File: config.mk
export PLATFORM = sky130hd
export DESIGN_NAME = alu_arbiter_flat
export DESIGN_NICKNAME = d
export VERILOG_FILES = /design/src/rtl/alu_arbiter_if.sv /design/src/rtl/alu_arbiter.sv /design/src/flat_wrapper.sv
export SDC_FILE = /design/constraint.sdc
export NUM_CORES = 1
export LEC_CHECK = 0
export ABC_CLOCK_PERIOD_IN_PS = 2100
export CELL_PAD_IN_SITES_DETAIL_PLACEMENT = 0
export CELL_PAD_IN_SITES_GLOBAL_PLACEMENT = 1
export CORE_MARGIN = 4
export CORE_UTILIZATION = 31
export CTS_CLUSTER_SIZE = 20
export DETAILED_ROUTE_END_ITERATION = 12
export PLACE_DENSITY = 0.89
export SKIP_CTS_REPAIR_TIMING = 1
export SLEW_MARGIN = 20
export SYNTH_ARGS = -nofsm -noshare
export SYNTH_HDL_FRONTEND = slang
export SYNTH_SLANG_ARGS = --single-unit
File: constraint.sdc
create_clock -name clk -period 2.1 [get_ports clk]
set_input_delay 0.42 -clock clk [delete_from_list [all_inputs] [get_ports clk]]
set_output_delay 0.42 -clock clk [all_outputs]
set_load 0.005 [all_outputs]
File: src/rtl/alu_arbiter_if.sv
// Bundle between two ALU requesters, the arbiter and the shared ALU.
// slave: arbiter side; master: requesters and ALU side.
interface alu_arbiter_if #(
  parameter int WIDTH = 32
);
  logic             req0_valid;
  logic             req1_valid;
  logic             req0_ready;
  logic             req1_ready;
  logic [WIDTH-1:0] req0_a;
  logic [WIDTH-1:0] req0_b;
  logic [WIDTH-1:0] req1_a;
  logic [WIDTH-1:0] req1_b;
  logic [2:0]       req0_op;
  logic [2:0]       req1_op;
  logic             rsp0_valid;
  logic             rsp1_valid;
  logic [WIDTH-1:0] rsp_result;
  logic             rsp_sf;
  logic             rsp_zf;
  logic             rsp_err;
  logic [WIDTH-1:0] alu_srca;
  logic [WIDTH-1:0] alu_srcb;
  logic [2:0]       alu_ctrl;
  logic [WIDTH-1:0] alu_result;
  logic             alu_sf;
  logic             alu_zf;

  modport slave (
    input  req0_valid, req1_valid,
    input  req0_a, req0_b, req1_a, req1_b,
    input  req0_op, req1_op,
    input  alu_result, alu_sf, alu_zf,
    output req0_ready, req1_ready,
    output rsp0_valid, rsp1_valid,
    output rsp_result, rsp_sf, rsp_zf, rsp_err,
    output alu_srca, alu_srcb, alu_ctrl
  );

  modport master (
    output req0_valid, req1_valid,
    output req0_a, req0_b, req1_a, req1_b,
    output req0_op, req1_op,
    output alu_result, alu_sf, alu_zf,
    input  req0_ready, req1_ready,
    input  rsp0_valid, rsp1_valid,
    input  rsp_result, rsp_sf, rsp_zf, rsp_err,
    input  alu_srca, alu_srcb, alu_ctrl
  );
endinterface

File: src/rtl/alu_arbiter.sv
// Round-robin arbiter sharing one ALU between two requesters.
// Ports: clk, rst_n (async, active-low), bus (alu_arbiter_if.slave).
module alu_arbiter #(
  parameter int WIDTH = 32
) (
  input logic          clk,
  input logic          rst_n,
  alu_arbiter_if.slave bus
);

  typedef enum logic {
    IDLE = 1'b0,
    EXEC = 1'b1
  } state_t;

  localparam logic [2:0] OP_UNDEF = 3'b011;

  state_t           state_q, state_d;
  logic             lg_q, lg_d;
  logic             owner_q, owner_d;
  logic [WIDTH-1:0] srca_q, srca_d;
  logic [WIDTH-1:0] srcb_q, srcb_d;
  logic [2:0]       ctrl_q, ctrl_d;
  logic [WIDTH-1:0] res_q, res_d;
  logic             sf_q, sf_d;
  logic             zf_q, zf_d;
  logic             err_q, err_d;
  logic             rv0_q, rv0_d;
  logic             rv1_q, rv1_d;

  logic gnt0;
  logic gnt1;
  logic idle;

  // Tie goes to the requester that did not win last.
  assign gnt0 = bus.req0_valid &
                (~bus.req1_valid | lg_q);
  assign gnt1 = bus.req1_valid &
                (~bus.req0_valid | ~lg_q);
  assign idle = (state_q == IDLE);

  assign bus.req0_ready = idle & gnt0;
  assign bus.req1_ready = idle & gnt1;

  always_comb begin
    state_d = state_q;
    lg_d    = lg_q;
    owner_d = owner_q;
    srca_d  = srca_q;
    srcb_d  = srcb_q;
    ctrl_d  = ctrl_q;
    res_d   = res_q;
    sf_d    = sf_q;
    zf_d    = zf_q;
    err_d   = err_q;
    rv0_d   = 1'b0;
    rv1_d   = 1'b0;
    unique case (state_q)
      IDLE: begin
        unique case (1'b1)
          gnt1: begin
            srca_d  = bus.req1_a;
            srcb_d  = bus.req1_b;
            ctrl_d  = bus.req1_op;
            owner_d = 1'b1;
            lg_d    = 1'b1;
            state_d = EXEC;
          end
          gnt0: begin
            srca_d  = bus.req0_a;
            srcb_d  = bus.req0_b;
            ctrl_d  = bus.req0_op;
            owner_d = 1'b0;
            lg_d    = 1'b0;
            state_d = EXEC;
          end
          default: ;
        endcase
      end
      EXEC: begin
        res_d   = bus.alu_result;
        sf_d    = bus.alu_sf;
        zf_d    = bus.alu_zf;
        err_d   = (ctrl_q == OP_UNDEF);
        rv0_d   = ~owner_q;
        rv1_d   = owner_q;
        state_d = IDLE;
      end
      default: state_d = IDLE;
    endcase
  end

  always_ff @(posedge clk or negedge rst_n) begin
    if (!rst_n) begin
      state_q <= IDLE;
      lg_q    <= 1'b1;
      owner_q <= 1'b0;
      srca_q  <= '0;
      srcb_q  <= '0;
      ctrl_q  <= '0;
      res_q   <= '0;
      sf_q    <= 1'b0;
      zf_q    <= 1'b0;
      err_q   <= 1'b0;
      rv0_q   <= 1'b0;
      rv1_q   <= 1'b0;
    end else begin
      state_q <= state_d;
      lg_q    <= lg_d;
      owner_q <= owner_d;
      srca_q  <= srca_d;
      srcb_q  <= srcb_d;
      ctrl_q  <= ctrl_d;
      res_q   <= res_d;
      sf_q    <= sf_d;
      zf_q    <= zf_d;
      err_q   <= err_d;
      rv0_q   <= rv0_d;
      rv1_q   <= rv1_d;
    end
  end

  assign bus.alu_srca   = srca_q;
  assign bus.alu_srcb   = srcb_q;
  assign bus.alu_ctrl   = ctrl_q;
  assign bus.rsp_result = res_q;
  assign bus.rsp_sf     = sf_q;
  assign bus.rsp_zf     = zf_q;
  assign bus.rsp_err    = err_q;
  assign bus.rsp0_valid = rv0_q;
  assign bus.rsp1_valid = rv1_q;

endmodule

File: src/flat_wrapper.sv
// flat-port wrapper written by rule: the top's interface ports become plain ports
module alu_arbiter_flat 
#(
  parameter int WIDTH = 32
)
  (clk, rst_n, bus_req0_valid, bus_req1_valid, bus_req0_a, bus_req0_b, bus_req1_a, bus_req1_b, bus_req0_op, bus_req1_op, bus_alu_result, bus_alu_sf, bus_alu_zf, bus_req0_ready, bus_req1_ready, bus_rsp0_valid, bus_rsp1_valid, bus_rsp_result, bus_rsp_sf, bus_rsp_zf, bus_rsp_err, bus_alu_srca, bus_alu_srcb, bus_alu_ctrl);
  alu_arbiter_if #(.WIDTH(WIDTH)) bus_i ();
  input logic clk;
  input logic rst_n;
  input wire logic [$bits(bus_i.req0_valid)-1:0] bus_req0_valid;
  input wire logic [$bits(bus_i.req1_valid)-1:0] bus_req1_valid;
  input wire logic [$bits(bus_i.req0_a)-1:0] bus_req0_a;
  input wire logic [$bits(bus_i.req0_b)-1:0] bus_req0_b;
  input wire logic [$bits(bus_i.req1_a)-1:0] bus_req1_a;
  input wire logic [$bits(bus_i.req1_b)-1:0] bus_req1_b;
  input wire logic [$bits(bus_i.req0_op)-1:0] bus_req0_op;
  input wire logic [$bits(bus_i.req1_op)-1:0] bus_req1_op;
  input wire logic [$bits(bus_i.alu_result)-1:0] bus_alu_result;
  input wire logic [$bits(bus_i.alu_sf)-1:0] bus_alu_sf;
  input wire logic [$bits(bus_i.alu_zf)-1:0] bus_alu_zf;
  output wire logic [$bits(bus_i.req0_ready)-1:0] bus_req0_ready;
  output wire logic [$bits(bus_i.req1_ready)-1:0] bus_req1_ready;
  output wire logic [$bits(bus_i.rsp0_valid)-1:0] bus_rsp0_valid;
  output wire logic [$bits(bus_i.rsp1_valid)-1:0] bus_rsp1_valid;
  output wire logic [$bits(bus_i.rsp_result)-1:0] bus_rsp_result;
  output wire logic [$bits(bus_i.rsp_sf)-1:0] bus_rsp_sf;
  output wire logic [$bits(bus_i.rsp_zf)-1:0] bus_rsp_zf;
  output wire logic [$bits(bus_i.rsp_err)-1:0] bus_rsp_err;
  output wire logic [$bits(bus_i.alu_srca)-1:0] bus_alu_srca;
  output wire logic [$bits(bus_i.alu_srcb)-1:0] bus_alu_srcb;
  output wire logic [$bits(bus_i.alu_ctrl)-1:0] bus_alu_ctrl;
  assign bus_i.req0_valid = bus_req0_valid;
  assign bus_i.req1_valid = bus_req1_valid;
  assign bus_i.req0_a = bus_req0_a;
  assign bus_i.req0_b = bus_req0_b;
  assign bus_i.req1_a = bus_req1_a;
  assign bus_i.req1_b = bus_req1_b;
  assign bus_i.req0_op = bus_req0_op;
  assign bus_i.req1_op = bus_req1_op;
  assign bus_i.alu_result = bus_alu_result;
  assign bus_i.alu_sf = bus_alu_sf;
  assign bus_i.alu_zf = bus_alu_zf;
  assign bus_req0_ready = bus_i.req0_ready;
  assign bus_req1_ready = bus_i.req1_ready;
  assign bus_rsp0_valid = bus_i.rsp0_valid;
  assign bus_rsp1_valid = bus_i.rsp1_valid;
  assign bus_rsp_result = bus_i.rsp_result;
  assign bus_rsp_sf = bus_i.rsp_sf;
  assign bus_rsp_zf = bus_i.rsp_zf;
  assign bus_rsp_err = bus_i.rsp_err;
  assign bus_alu_srca = bus_i.alu_srca;
  assign bus_alu_srcb = bus_i.alu_srcb;
  assign bus_alu_ctrl = bus_i.alu_ctrl;
  alu_arbiter #(.WIDTH(WIDTH)) u_core (.clk(clk), .rst_n(rst_n), .bus(bus_i));
endmodule
After elaboration in Yosys (flattened, before gate mapping)
Cells that the tools add are included.

storage, ports and cells
  memories kept = 0
  memory bits (read-only) = 0
  output and inout bits = 106
  logic and storage cells = 35
  RAM bits = 0
  bits in latches = 0
  bits of input ports = 172
  flip-flop bits (word level) = 107

cells by class
  bitwise operators = 11
  $mul = 0
  magnitude comparators = 0
  add/subtract/negate cells = 0
  divide/modulo/power cells = 0
  reductions and logical operators = 3
  equality and inequality tests = 1
  shift-type cells = 0
  mux-type cells = 8

operators by type and width
  kind                                            count
  one-hot mux 32 bit (2 select lines)             2
  one-hot mux 3 bit (2 select lines)              1
  inverter 1 bit                                  5
  AND 1 bit                                       4
  one-hot mux 1 bit (2 select lines)              2
  == test 3 x 2 -> 1 bit (second input constant)  1
  2-to-1 mux 1 bit                                3
  OR 1 bit                                        2
  AND reduction 2 bit                             1
  nonzero test 2 bit                              1
  OR reduction 2 bit                              1

Longest topological paths before layout
  depth after elaboration = 6
  mapped depth = 6
  depth with buffers taken out = 3

Least setup slack after synthesis
OpenSTA, ideal clock, no wires.

  path type = flip-flop to output port
  start = register u_core.lg_q
  end = output port bus_req0_ready
  required time = 1.680 ns
  slack = 0.593 ns
  data arrival time = 1.087 ns
  path buffers = 1
  stages on the path, launching flop included = 4
  cells stage by stage = dfstp_2 > and2b_4 > buf_4 > nor3_1

between the ends
  word-level cells in the longest chain between the ends = 3

RTL lines
  element                   RTL line            source
  start: declaration        alu_arbiter.sv:19   logic lg_q, lg_d;
  start signal: assignment  alu_arbiter.sv:109  lg_q <= lg_d;
  OR 1 bit                  alu_arbiter.sv:37   (~bus.req1_valid | lg_q);
  AND 1 bit                 alu_arbiter.sv:36   assign gnt0 = bus.req0_valid &
  AND 1 bit                 alu_arbiter.sv:42   assign bus.req0_ready = idle & gnt0;
  end: declaration          flat_wrapper.sv:21  output wire logic [$bits(bus_i.req0_ready)-1:0] bus_req0_ready;

Every way passes these cells.

Worst setup path after layout
Ends and elaborated chain as after synthesis.

==> impl_results.md <==
- Most numerous cell in the Yosys netlist: dfrtp_1
- Yosys warns: 0
- First-pass detailed-route iteration total: 4
- Overflow after GRT: 0
- Post-Synth XOR/XNOR Area: 0
- CTS Buffer Depth: 2
- Post-synth EDFFs: 0
- Initial antenna violation count: 0
- CP max FO: 5
- Number of synthesized register bits: 107
- Final Wtd Congestion: 0.749
- Endpoints failing setup: 0
- Synth Area in Compound Gates: 0.216
- Worst Max-Slew Pin Slew: 0.692 ns
- Post-Synth Adder-Cell Area: 0
- Drt drc: 0
- Critical path arrival: 1.56 ns
- Cell row count: 46
- Port-buffer cells: 277
- Pleak: 3.18 nW
- FFs w/ async S/R, synth: 1.00
- Worst-path clk slew: 0.07 ns
- Largest net degree at the start of global routing: 108
- Hold WC Path Type: primary input to async pin
- Routed WL: 16,700 um
- Die Y: 136 um
- Setup crit start: u_core.lg_q
- Top_reg_cell synth: dfrtp_1
- Final Hold Vio Count: 0
- Crit path launch type: flip-flop
- Post-synth top area cell: dfrtp_1
- Detail Route Antenna Nets: 0
- Max IR drop VDD: 0.000398 V
- Area of the mapped netlist: 5110 um2
- Layout Cells excl Fill: 948
- CTS Buf Count: 9
- Crit path time final: 1.98 ns
- Unique masters post-synth: 25
- Placed Cells: 932
- Clock Latency Late Sink: 0.35 ns
- Worst path max stage delay: 0.56 ns
- Commonest cells post-synth: dfrtp_1 (106), nor2_1 (69), nand3_1 (67), a31oi_2 (50), o21ai_0 (47)
- Largest family of logic cells by synthesized area: compound AO/OA/AOI/OAI gates
- Die X: 136 um
- CTS tree: built
- Syn_area_per_cell: 10.8 um2
- Sequential fraction of the synthesis area: 0.525
- CORE AREA: 16,000 um2
- Layout fillers: 1,443
- Max Freq: 0.505 GHz
- Synth Area in Simple Gates: 0.125
- Reg2reg start: u_core.lg_q
- CP max stage cell: dfstp_2
- RSZ-0062 raised after global routing: false
- Vias per cell: 4.91
- DRT iter0 DRCs: 131
- Critical Path End Type: output port
- Area growth syn-to-layout: 63.2%
- Tot Pwr: 7.00 mW
- GRT Total Usage: 0.179
- Clock Root Buffer: clkbuf_16
- Die area: 18,600 um2
- I/O pin count: 278
- N_diodes: 0
- Post-Syn Nets: 646
- Synth area leaders: dfrtp_1 (52%), a31oi_2 (12%), mux2_2 (7.5%)
- H-tree depth: 3
- Vias: 4,659
- Synth top area share: 0.519
- Final worst path period share: 0.943
- First-pass GRT wire length: 26,000 um
- Clock skew: 0.00793 ns
- Status: finished clean
- Final net count: 899
- Routed len/inst: 17.6 um
- Worst Setup Path Type: flip-flop to output port
- Post-synthesis mux area share: 0.0750
- Clock sink count: 107
- Crit path cell chain: and2b_4 > nor3_1 > dlymetal6s2s_1
- PwrDens: 840 nW/um2
- Max_cap viols: 0
- Max_slew headroom: 0.538
- Final slew viol count: 0
- Initial Util: 0.319
- Post-DP HPWL: 12,200 um
- Post-synthesis cell count: 474
- Required @ worst endpoint: 1.68 ns
- Number of global-route vias before repair: 4,869
- Layout cells sized above 1: 0.164
-- state kept, by name, indices dropped and copies added (netlist names), 3 cells and up --
name                   flops
u_core.bus.alu_srca       32
u_core.bus.alu_srcb       32
u_core.bus.rsp_result     32
u_core.bus.alu_ctrl        3
-- placed cells by master (no fill, tap or decap), types with 2 or more instances in the layout --
cell / count
a31oi_1: 18
dfrtp_1: 106
clkinv_2: 2
mux2_2: 34
clkbuf_16: 9
inv_1: 3
bufinv_16: 2
o21ai_1: 21
nand3_1: 67
clkdlybuf4s50_1: 273
nor2_1: 69
a31oi_2: 50
buf_12: 4
o21ai_0: 47
buf_4: 10
dlymetal6s2s_1: 2
-- cells by family after synthesis --
family | after synthesis
AND/OR/NAND/NOR | 142
AO/OA/AOI/OAI | 139
flip-flops | 107
buffers and inverters | 52
multiplexers | 34
-- area by class of cell --
type                       instances  area, um2  area share
clock buffer                      10        239      0.0287
clock inverter                     6       87.6      0.0105
inverter                           4       15.0     0.00180
multi-input combinational        315       2130       0.255
sequential                       107       2680       0.321
tap                              216        270      0.0324
timing repair buffer             290       2920       0.350
-- per-stage QoR --
| step | setup TNS (ns) | util | hold WS (ns) | setup slack (ns) | cell area, um2 |
|---|---|---|---|---|---|
| floorplan | 0 | - | 0.124 | 0.593 | 5110 |
| finish | 0 | 0.521 | 0.145 | 0.120 | 8340 |
| detailed placement | -2.17 | 0.500 | 0.418 | -0.242 | 8000 |
| CTS | -0.442 | 0.521 | 0.169 | -0.308 | 8330 |
| global route | 0 | 0.521 | 0.192 | 0.0364 | 8340 |
| global placement | -0.242 | 0.500 | 0.406 | -0.180 | 8000 |
-- final timing paths --
| kind | endpoint | slack [ns] | cells past startpoint |
|---|---|---|---|
| min in group clk | u_core.bus.rsp0_valid | 0.43 | 1 |
| worst min-delay path | u_core.bus.alu_srcb[28] | 0.14 | 2 |
| max in group asynchronous | u_core.bus.alu_srca[30] | 1.52 | 2 |
| worst max-delay path | bus_req0_ready | 0.12 | 3 |
| worst min register to register | u_core.bus.rsp0_valid | 0.43 | 1 |
| worst max register to register | u_core.bus.alu_srca[11] | 0.40 | 4 |
-- worst max-delay path, delay by kind of cell, from the launching register on --
kind                   cells  cell delay, ns
buffers and inverters      1            0.26
and+or+nand+nor            2            0.40
DFF                        1            0.56
-- layer usage --
layer / GRT usage / routed length, um / up-vias
met4: 0.0549 / 267 / 0
met1: 0.200 / 6210 / 2201
li1: - / - / 2222
met3: 0.0614 / 1730 / 20
met5: 0 / 0 / -
met2: 0.320 / 8510 / 216
-- where the power goes --
part | total [mW] | internal (mW) | switching, mW
clock network | 1.85 | 1.08 | 0.765
logic | 2.41 | 1.45 | 0.964
registers | 2.74 | 2.50 | 0.245
total | 7.00 | 5.03 | 1.97
Note: power is estimated with default switching activity, not from simulation.
